`src/rtl/alu_share_ctrl.sv`:
```
// Round-robin sequencer sharing one combinational RV32I ALU between two request ports; legal op: accept->EXEC->RESP (rsp 2 cycles after accept), illegal: rsp 1 cycle after accept.
// Backpressure: RESP holds until rsp_ready and blocks all accepts; a new request may be accepted in the same cycle the response handshakes.
module alu_share_ctrl #(
    parameter int XLEN = 32
) (
    input  logic            clk,
    input  logic            rst_n,
    input  logic            req0_valid,
    output logic            req0_ready,
    input  logic [6:0]      req0_opcode,
    input  logic [2:0]      req0_funct3,
    input  logic [6:0]      req0_funct7,
    input  logic [XLEN-1:0] req0_rs1,
    input  logic [XLEN-1:0] req0_rs2,
    input  logic [XLEN-1:0] req0_imm,
    input  logic [4:0]      req0_rd,
    input  logic            req1_valid,
    output logic            req1_ready,
    input  logic [6:0]      req1_opcode,
    input  logic [2:0]      req1_funct3,
    input  logic [6:0]      req1_funct7,
    input  logic [XLEN-1:0] req1_rs1,
    input  logic [XLEN-1:0] req1_rs2,
    input  logic [XLEN-1:0] req1_imm,
    input  logic [4:0]      req1_rd,
    output logic            alu_en,
    output logic [3:0]      alu_op,
    output logic [XLEN-1:0] alu_a,
    output logic [XLEN-1:0] alu_b,
    input  logic [XLEN-1:0] alu_result,
    output logic            rsp_valid,
    input  logic            rsp_ready,
    output logic            rsp_id,
    output logic [4:0]      rsp_rd,
    output logic [XLEN-1:0] rsp_data,
    output logic            rsp_illegal
);

    typedef enum logic [1:0] {IDLE, EXEC, RESP} state_t;

    typedef struct packed {
        logic       illegal;
        logic       use_imm;
        logic [3:0] op;
    } dec_t;

    typedef struct packed {
        logic [3:0]      op;
        logic [XLEN-1:0] a;
        logic [XLEN-1:0] b;
    } alu_cmd_t;

    function automatic dec_t decode(input logic [6:0] opc, input logic [2:0] f3, input logic [6:0] f7);
        dec_t       d;
        logic [3:0] base;
        d.illegal = 1'b1;
        d.use_imm = 1'b0;
        d.op      = 4'd0;
        case (f3)
            3'd0:    base = 4'd0;
            3'd1:    base = 4'd2;
            3'd2:    base = 4'd3;
            3'd3:    base = 4'd4;
            3'd4:    base = 4'd5;
            3'd5:    base = 4'd6;
            3'd6:    base = 4'd8;
            default: base = 4'd9;
        endcase
        if (opc == 7'b0110011) begin
            if (f7 == 7'b0000000) begin
                d.illegal = 1'b0;
                d.op      = base;
            end else if (f7 == 7'b0100000 && f3 == 3'b000) begin
                d.illegal = 1'b0;
                d.op      = 4'd1;
            end else if (f7 == 7'b0100000 && f3 == 3'b101) begin
                d.illegal = 1'b0;
                d.op      = 4'd7;
            end
        end else if (opc == 7'b0010011) begin
            d.use_imm = 1'b1;
            if (f3 == 3'b001 || f3 == 3'b101) begin
                // Shift-immediates reuse funct7 as the arithmetic/logical selector.
                if (f7 == 7'b0000000) begin
                    d.illegal = 1'b0;
                    d.op      = base;
                end else if (f7 == 7'b0100000 && f3 == 3'b101) begin
                    d.illegal = 1'b0;
                    d.op      = 4'd7;
                end
            end else begin
                d.illegal = 1'b0;
                d.op      = base;
            end
        end
        return d;
    endfunction

    state_t          state_q, state_d;
    logic            ptr_q, ptr_d;
    alu_cmd_t        cmd_q, cmd_d;
    logic            rsp_id_q, rsp_id_d;
    logic [4:0]      rsp_rd_q, rsp_rd_d;
    logic [XLEN-1:0] rsp_data_q, rsp_data_d;
    logic            rsp_ill_q, rsp_ill_d;

    logic            accept, take, grant1;
    dec_t            dec0, dec1, sel_dec;
    logic [XLEN-1:0] sel_rs1, sel_opnd;
    logic [4:0]      sel_rd;

    always_comb begin
        accept = (state_q == IDLE) || (state_q == RESP && rsp_ready);
        grant1 = (req0_valid && req1_valid) ? ~ptr_q : req1_valid;
        take   = accept && (req0_valid || req1_valid);
        req0_ready = take && !grant1;
        req1_ready = take && grant1;
        dec0    = decode(req0_opcode, req0_funct3, req0_funct7);
        dec1    = decode(req1_opcode, req1_funct3, req1_funct7);
        sel_dec = grant1 ? dec1 : dec0;
        sel_rs1 = grant1 ? req1_rs1 : req0_rs1;
        sel_rd  = grant1 ? req1_rd : req0_rd;
        if (grant1) sel_opnd = dec1.use_imm ? req1_imm : req1_rs2;
        else        sel_opnd = dec0.use_imm ? req0_imm : req0_rs2;
    end

    always_comb begin
        state_d    = state_q;
        ptr_d      = ptr_q;
        cmd_d      = cmd_q;
        rsp_id_d   = rsp_id_q;
        rsp_rd_d   = rsp_rd_q;
        rsp_data_d = rsp_data_q;
        rsp_ill_d  = rsp_ill_q;
        case (state_q)
            EXEC: begin
                rsp_data_d = (rsp_rd_q == 5'd0) ? '0 : alu_result;
                rsp_ill_d  = 1'b0;
                state_d    = RESP;
            end
            RESP: begin
                if (rsp_ready) state_d = IDLE;
            end
            default: ;
        endcase
        // A new accept overrides the IDLE return of a completed handshake.
        if (take) begin
            ptr_d    = grant1;
            rsp_id_d = grant1;
            rsp_rd_d = sel_rd;
            cmd_d.op = sel_dec.op;
            cmd_d.a  = sel_rs1;
            cmd_d.b  = sel_opnd;
            if (sel_dec.illegal) begin
                rsp_ill_d  = 1'b1;
                rsp_data_d = '0;
                state_d    = RESP;
            end else begin
                state_d = EXEC;
            end
        end
    end

    always_ff @(posedge clk or negedge rst_n) begin
        if (!rst_n) begin
            state_q    <= IDLE;
            ptr_q      <= 1'b1;
            cmd_q      <= '0;
            rsp_id_q   <= 1'b0;
            rsp_rd_q   <= '0;
            rsp_data_q <= '0;
            rsp_ill_q  <= 1'b0;
        end else begin
            state_q    <= state_d;
            ptr_q      <= ptr_d;
            cmd_q      <= cmd_d;
            rsp_id_q   <= rsp_id_d;
            rsp_rd_q   <= rsp_rd_d;
            rsp_data_q <= rsp_data_d;
            rsp_ill_q  <= rsp_ill_d;
        end
    end

    assign alu_en      = (state_q == EXEC);
    assign alu_op      = alu_en ? cmd_q.op : '0;
    assign alu_a       = alu_en ? cmd_q.a : '0;
    assign alu_b       = alu_en ? cmd_q.b : '0;
    assign rsp_valid   = (state_q == RESP);
    assign rsp_id      = rsp_id_q;
    assign rsp_rd      = rsp_rd_q;
    assign rsp_data    = rsp_data_q;
    assign rsp_illegal = rsp_ill_q;

endmodule

```
`config.mk`:
```
export PLATFORM = sky130hd
export DESIGN_NAME = alu_share_ctrl
export DESIGN_NICKNAME = d
export VERILOG_FILES = /design/src/rtl/alu_share_ctrl.sv
export SDC_FILE = /design/constraint.sdc
export NUM_CORES = 1
export LEC_CHECK = 0
export CAP_MARGIN = 20
export CORE_AREA = 2 2 151 153
export CTS_BUF_LIST = sky130_fd_sc_hd__clkbuf_4
export CTS_CLUSTER_SIZE = 16
export DETAILED_ROUTE_END_ITERATION = 16
export DIE_AREA = 0 0 153 155
export SLEW_MARGIN = 10
export SYNTH_ARGS = -nofsm -noshare
export SYNTH_HDL_FRONTEND = slang
export SYNTH_SLANG_ARGS = --single-unit
```
`constraint.sdc`:
```
create_clock -name clk -period 2.85 [get_ports clk]
set_input_delay 0.57 -clock clk [delete_from_list [all_inputs] [get_ports clk]]
set_output_delay 0.57 -clock clk [all_outputs]
set_load 0.05 [all_outputs]
```
# Word-level counts from Yosys, hierarchy flattened

Cells that the tools add are included.

Flip-flop bits (word level): 110
Input port bits: 273
Output and inout port bits: 111
Word-level logic and storage cells: 104

Equal/unequal tests: 21
Muxes and demuxes: 51
Bitwise logic cells: 1
Reduce and logical (&&, ||, !) cells: 22

Operators by type and width:

| operator           | count |
|---|---|
| $mux 32            | 10 |
| $pmux 4 s7         | 2 |
| $mux 4             | 9 |
| $eq 7x6->1 const B | 4 |
| $eq 3x3->1 const B | 6 |
| $mux 1             | 18 |
| $mux 6             | 3 |
| $eq 7x5->1 const B | 2 |
| $logic_not 7->1    | 2 |
| $eq 3x2->1 const B | 4 |
| $mux 3             | 4 |
| $logic_and 1x1->1  | 9 |
| $eq 3x1->1 const B | 2 |
| $logic_not 3->1    | 2 |
| $mux 2             | 3 |
| $logic_not 5->1    | 1 |
| $mux 5             | 1 |
| $logic_or 1x1->1   | 4 |
| $pmux 2 s2         | 1 |
| $ne 3x1->1 const B | 1 |
| $reduce_bool 3->1  | 1 |
| $eq 2x1->1 const B | 1 |
| $eq 2x2->1 const B | 1 |
| $logic_not 2->1    | 1 |
| other kinds (3)    | 3 |

# Longest topological paths before layout

Gate-level depths: netlist (run 1).

Depth after elaboration: 10
Depth in mapped cells: 9
Gate-level depth less buffers: 8

# Worst setup path after synthesis (run 1)

Ideal clock, no wire load.

Path kind: register -> output
From: register state_q[1]
To: output alu_b[21]
Arrival: 2.147 ns
Required time: 2.280 ns
Path slack: 0.133 ns
Stages on the path, launching flop included: 7
Path buffers: 3
Path through: dfrtp_1 inv_1 ha_1 clkbuf_1 clkbuf_1 clkbuf_1 and2_1

Longest elaborated chain between the ends: 2

Ends and longest elaborated chain:

| item                     | RTL line | source |
|---|---|---|
| start: declaration       | 99       | `state_t state_q, state_d;` |
| start signal: assignment | 174      | `state_q <= state_d;` |
| $eq 2x1->1               | 184      | `assign alu_en = (state_q == EXEC);` |
| named net alu_en         | 26       | `output logic alu_en,` |
| $mux 32                  | 187      | `assign alu_b = alu_en ? cmd_q.b : '0;` |
| end: declaration         | 29       | `output logic [XLEN-1:0] alu_b,` |

The timed path passes the listed nets, and every way through them passes these cells.

# Final worst setup path (run 1)

From: register state_q[0]
To: output req1_ready

Longest elaborated chain between the ends: 5

Ends and longest elaborated chain:

| item                  | RTL line | source |
|---|---|---|
| $eq 2x2->1            | 113      | `accept = (state_q == IDLE) \|\| (state_q == RESP && rsp_ready);` |
| $logic_and 1x1->1     | 113      |  |
| $logic_or 1x1->1 (*)  | 113      |  |
| $logic_and 1x1->1 (*) | 115      | `take = accept && (req0_valid \|\| req1_valid);` |
| $logic_and 1x1->1 (*) | 117      | `req1_ready = take && grant1;` |
| end: declaration      | 18       | `output logic req1_ready,` |

Every way passes the cells marked *; elsewhere a longest branch is shown, timed or not.

==> results of run 1 <==
[area by class of cell]
cell class / instances / share of cell area
timing repair buffer: 411 / 0.393
multi-input combinational: 439 / 0.297
sequential: 110 / 0.249
tap: 285 / 0.0323
inverter: 45 / 0.0156
clock buffer: 10 / 0.00680
clock inverter: 6 / 0.00499
antenna: 2 / 0.000453
[state kept, by name, summed over array words and instances (netlist names)]
signal / count
cmd_q: 68
rsp_data: 32
state_q: 2
rsp_rd: 5
ptr_q: 1
rsp_id: 1
rsp_illegal: 1
[power groups by stage]
stage	registers [mW]	clock network [mW]	logic, mW
2_1_floorplan	3.54	0	2.66
3_3_place_gp	2.66	0	5.82
3_5_place_dp	2.67	0	5.88
4_1_cts	2.64	0.842	5.88
5_1_grt	2.74	0.904	6.24
6_report	2.64	0.803	5.82
[synth_stat cells, drive strengths merged, types with 10 or more instances]
master / number / area, um^2
nor3: 36 / 335
and2: 70 / 438
o221ai: 32 / 280
buf: 11 / 80.1
mux2i: 65 / 651
a21oi: 42 / 225
o21ai: 10 / 50.0
nor2b: 36 / 225
a222oi: 37 / 370
clkbuf: 42 / 158
dfrtp: 109 / 2730
nand2: 46 / 173
inv: 45 / 169
[through the flow]
step	setup slack (ns)	utilization
3_5_place_dp	0.0387	0.490
5_1_grt	0.00266	0.497
2_1_floorplan	0.133	-
3_3_place_gp	0.0895	0.490
4_1_cts	0.0566	0.496
6_report	0.180	0.497
[metal layers]
metal | vias up | wire length [um] | global-route usage
met2 | 279 | 12600 | 0.365
li1 | 3081 | - | -
met1 | 3063 | 9760 | 0.234
met3 | 22 | 1990 | 0.0610
met5 | - | 0 | 0
met4 | 0 | 464 | 0.0564
[worst max-delay path: cells and delay by family, from the launching register on]
| kind | cells | cell delay (ns) |
|---|---|---|
| fa+ha+maj | 1 | 0.25 |
| buf+inv | 3 | 0.55 |
| compound gates | 1 | 0.24 |
| flops | 1 | 0.46 |
| simple gates | 1 | 0.13 |
[logic make-up after synthesis]
kind of cell    Yosys count  synth area share
simple gates            229             0.226
fa+ha+maj                 3           0.00588
buf+inv                  98            0.0637
compound gates          140             0.169
flops                   110             0.431
xor+xnor                  2           0.00274
mux                      65             0.102
[placed cells by master (no fill, tap or decap), drive strengths merged, types with 6 or more instances in the layout]
cell type      netlist  routed
a21oi               42      42
a222oi              37      37
and2                70      70
buf                 11      99
clkbuf              42      10
clkdlybuf4s50        0     310
dfrtp              109     109
inv                 45      47
mux2i               65      65
nand2               46      46
nand2b               9       9
nand3                9       9
nor2                 6       6
nor2b               36      36
nor3                36      36
o21ai               10      10
o221ai              32      32
[worst max path at each step]
stage                    from      endpoint  slack (ns)
2_1_floorplan      state_q[1]     alu_b[21]        0.13
3_3_place_gp   req1_funct7[1]  rsp_data[31]        0.09
3_5_place_dp   req0_funct7[1]   rsp_data[0]        0.04
4_1_cts            state_q[1]     alu_b[21]        0.06
5_1_grt            state_q[0]    req1_ready       0.003
6_report           state_q[0]    req1_ready        0.18
[what timing repair did]
action                                  CTS  global route
hold endpoints to repair                 25             0
gates resized for setup                   0             3
setup buffers                             0             0
endpoints found under the setup margin    0            24
hold buffers                              1             0
==> flow_summary.yaml, run 1 <==
grt:
  grt_max_degree: 55
  gr-total-overflow: 0
  grt_usage: 0.203
  grt_pass1_wl_um: 37700
  grt_pass1_vias: 6586
  antenna_found_initial: 2
worst_setup_path:
  cp_slowest_cell: "dfrtp_1"
  crit_type: "flip-flop to primary output"
  timing.rr.start: "state_q[0]"
  reg2reg_depth: 8
  required_ns: 2.28
  crit_path_max_incr_delay_ns: 0.46
  cp_max_fo: 9
  regToRegSetupSlack_ns: 0.60
  reg2reg_to: "rsp_rd[0]"
  path_cells: "inv_1 -> ha_1 -> a21o_1 -> nand3_2 -> clkinvlp_4 -> buf_12"
  end_kind: "primary output"
  critPathLaunchType: "flip-flop"
  cp_data_arrival_time_ns: 2.10
routing:
  vias_per_cell: 4.93
  firstDrtPassIters: 8
  wl_um: 24800
  via_count: 6445
  final_antenna_net_count: 0
  drtIter0Drc: 348
  routedWlPerCell_um: 18.9
  drc: 0
cells_and_area:
  drive_above_1_share: 0.157
  final-seq-area_mm2: 0.00275
  layoutNonFillerInstCount: 1308
  multi_input_area_mm2: 0.00328
  finalNetCount: 1292
  areaGrowthSynthToFinish_pct: 73.0
  fin_area_mm2: 0.0110
  fillers: 2133
sta:
  fmax_mhz: 375
  slew_headroom: 0.605
  rsz0062_at_grt: "no"
  worst_hold_slack_ns: 0.480
  period_minus_slack_ns: 2.67
  finalClockSkew_ns: 0.0286
  hold_viol_final: 0
  period_share: 0.937
  final.setup.tns_ns: 0
  drv_slew: 0
  tightest_slew_ns: 0.591
  finalSetupViolations: 0
worst_hold_path:
  min_from: "ptr_q"
  hp-class: "flip-flop to flip-flop"
  min_path_cells: 2
  holdPathEnd: "ptr_q"
cts:
  clock_latency_ns: 0.49
  cts.reportedPaths.clkPinSlew_ns: 0.18
  cts_made_buffers: 9
  cts_max_level: 3
  cts.path.max_buffers: 2
  tritoncts: "done"
  cts-root-buf: "clkbuf_4"
  clock-sinks: 110
power_and_ir_drop:
  powerDensity_mw_per_mm2: 839
  p_comb_frac: 0.628
  power_frac_clock: 0.087
  p_int_mw: 4.77
  finalPower_mw: 9.26
  power.leakage_nw: 4.98
  p_sw_mw: 4.49
  seqPwrFrac: 0.285
  ir_drop_uv: 348
  switching_share: 0.485
die:
  start_util: 0.287
  dieHeight_um: 155
  io_pins: 384
  coreArea_mm2: 0.0222
  dieWidth_um: 153
  fp-row-count: 55
  die_area_mm2: 0.0237
placement:
  io_buffers: 383
  gp_congestion: 0.830
  dpl.cell_count: 1289
  dpl-instance-area_mm2: 0.0109
  hpwl_um: 19000
synth:
  synthCells: 647
  seq_area_frac_synth: 0.431
  avgSynthCellArea_um2: 9.87
  ys.flop_type: "dfrtp_1"
  synth_fp_nets: 923
  yosysWarnings: 0
  synth_area_mm2: 0.00638
  synth_cell_types: 51
  synth_edf_count: 0
  synthArstFlopShare: 1.00
  synth.ff_latch_count: 110
flow_run:
  drv_cap: 0
run_status:
  outcome: "complete, no violations"
Power figures use the tool's default switching activity.
==> run 2: changes to the inputs <==
--- a/config.mk
+++ b/config.mk
@@ -5,12 +5,12 @@
 export SDC_FILE = /design/constraint.sdc
 export NUM_CORES = 1
 export LEC_CHECK = 0
-export CAP_MARGIN = 20
-export CORE_AREA = 2 2 151 153
+export CORE_AREA = 5 5 145 147
 export CTS_BUF_LIST = sky130_fd_sc_hd__clkbuf_4
 export CTS_CLUSTER_SIZE = 16
 export DETAILED_ROUTE_END_ITERATION = 16
-export DIE_AREA = 0 0 153 155
+export DIE_AREA = 0 0 150 152
+export PLACE_DENSITY = 0.72
 export SLEW_MARGIN = 10
 export SYNTH_ARGS = -nofsm -noshare
 export SYNTH_HDL_FRONTEND = slang
==> flow_summary.yaml, run 2 (synthesized netlist as in run 1, its figures left out) <==
sta:
  period_minus_slack_ns: 2.69
  finalClockSkew_ns: 0.0278
  slew_headroom: 0.421
  finalSetupViolations: 0
  final.setup.tns_ns: 0
  fmax_mhz: 372
  period_share: 0.944
  tightest_slew_ns: 0.865
  hold_viol_final: 0
  finalWorstSetupSlack_ns: 0.161
  rsz0062_at_grt: "no"
  drv_slew: 0
routing:
  final_antenna_net_count: 0
  firstDrtPassIters: 7
  vias_per_cell: 4.97
  drc: 0
  routedWlPerCell_um: 18.9
  drtIter0Drc: 392
  via_count: 6449
  wl_um: 24500
cts:
  tritoncts: "done"
  cts.path.max_buffers: 2
  cts_hold_buf: 0
  cts_max_level: 3
  cts-root-buf: "clkbuf_4"
  clock_latency_ns: 0.48
  cts.reportedPaths.clkPinSlew_ns: 0.20
  clock-sinks: 110
  ctsResizeCount: 0
  post_cts_buffers: 0
  cts_made_buffers: 9
power_and_ir_drop:
  powerDensity_mw_per_mm2: 833
  finalPower_mw: 9.22
  power.leakage_nw: 4.99
  ir_drop_uv: 303
placement:
  gp_congestion: 0.817
  io_buffers: 383
  post-place-ws_ns: 0.0258
  hpwl_um: 19400
  dpl.cell_count: 1279
cells_and_area:
  final_common_cell: "clkdlybuf4s50_1"
  layoutNonFillerInstCount: 1297
  largest_register_ffs: 68
  utilization: 0.560
  final_cell_mix: "clkdlybuf4s50_1, dfrtp_1, and2_1, mux2i_1, buf_4"
  top_register: "cmd_q"
  drive_above_1_share: 0.161
  areaGrowthSynthToFinish_pct: 73.4
  finalNetCount: 1296
die:
  die_area_mm2: 0.0228
  coreArea_mm2: 0.0198
  start_util: 0.323
  fp-row-count: 52
  dieHeight_um: 152
  dieWidth_um: 150
  io_pins: 384
flow_run:
  drv_cap: 0
worst_hold_path:
  hp-class: "input port to async pin"
worst_setup_path:
  crit_start: "state_q[0]"
  required_ns: 2.28
  cp_data_arrival_time_ns: 2.12
  path_cells: "inv_1 -> ha_1 -> clkdlybuf4s50_1"
  timing.rr.start: "state_q[0]"
  critPathLaunchType: "flip-flop"
  cp_slowest_cell: "clkdlybuf4s50_1"
  cp_max_fo: 4
  crit_type: "flip-flop to primary output"
  end_kind: "primary output"
  crit_path_max_incr_delay_ns: 0.91
grt:
  grt_usage: 0.202
  grt_pass1_wl_um: 36500
  gr-total-overflow: 0
  grt_pass1_vias: 6671
  antenna_found_initial: 2
  grt_max_degree: 57
run_status:
  outcome: "complete, no violations"
==> run 2: layout make-up <==
cell class | count | area, um^2
fill | 1768 | 8710
timing repair buffer | 415 | 4390
multi-input combinational | 439 | 3270
sequential | 110 | 2750
tap | 270 | 338
inverter | 45 | 173
clock inverter | 7 | 70.1
clock buffer | 9 | 67.6
antenna | 2 | 5.00
==> run 2: report_power, final <==
part	leakage, nW	total [mW]	internal, mW	switching (mW)
clock	0.0710	0.794	0.199	0.595
combinational	3.52	5.80	2.27	3.53
sequential	1.40	2.63	2.29	0.345
==> run 2: critical path, delay by kind of cell, from the launching register on <==
| family | cells | cell delay (ns) |
|---|---|---|
| DFF | 1 | 0.44 |
| buffers and inverters | 2 | 1.00 |
| adders and majority gates | 1 | 0.21 |
==> run 2: final timing paths <==
kind                                    end  slack, ns  cells after the start
worst max-delay path              rsp_valid       0.16                      3
worst min-delay path                 rsp_id       0.11                      1
worst max register to register    rsp_rd[2]       0.57                      8
worst min register to register        ptr_q       0.48                      2
max in group asynchronous       rsp_data[3]       1.97                      2
min in group clk                      ptr_q       0.48                      2
==> run 2: routing by layer <==
layer  vias up  wire (um)  GRT usage
met1      3042       9210      0.228
met5         -          0          0
met4         0        624     0.0688
met2       297      12200      0.358
li1       3075          -          -
met3        35       2470     0.0643
==> run 2: per-stage QoR <==
step                hold slack [ns]  cell area [um^2]
floorplan                     0.274              6380
global placement              0.453             10900
detailed placement            0.459             10900
CTS                           0.107             11100
global route                  0.132             11100
finish                        0.109             11100
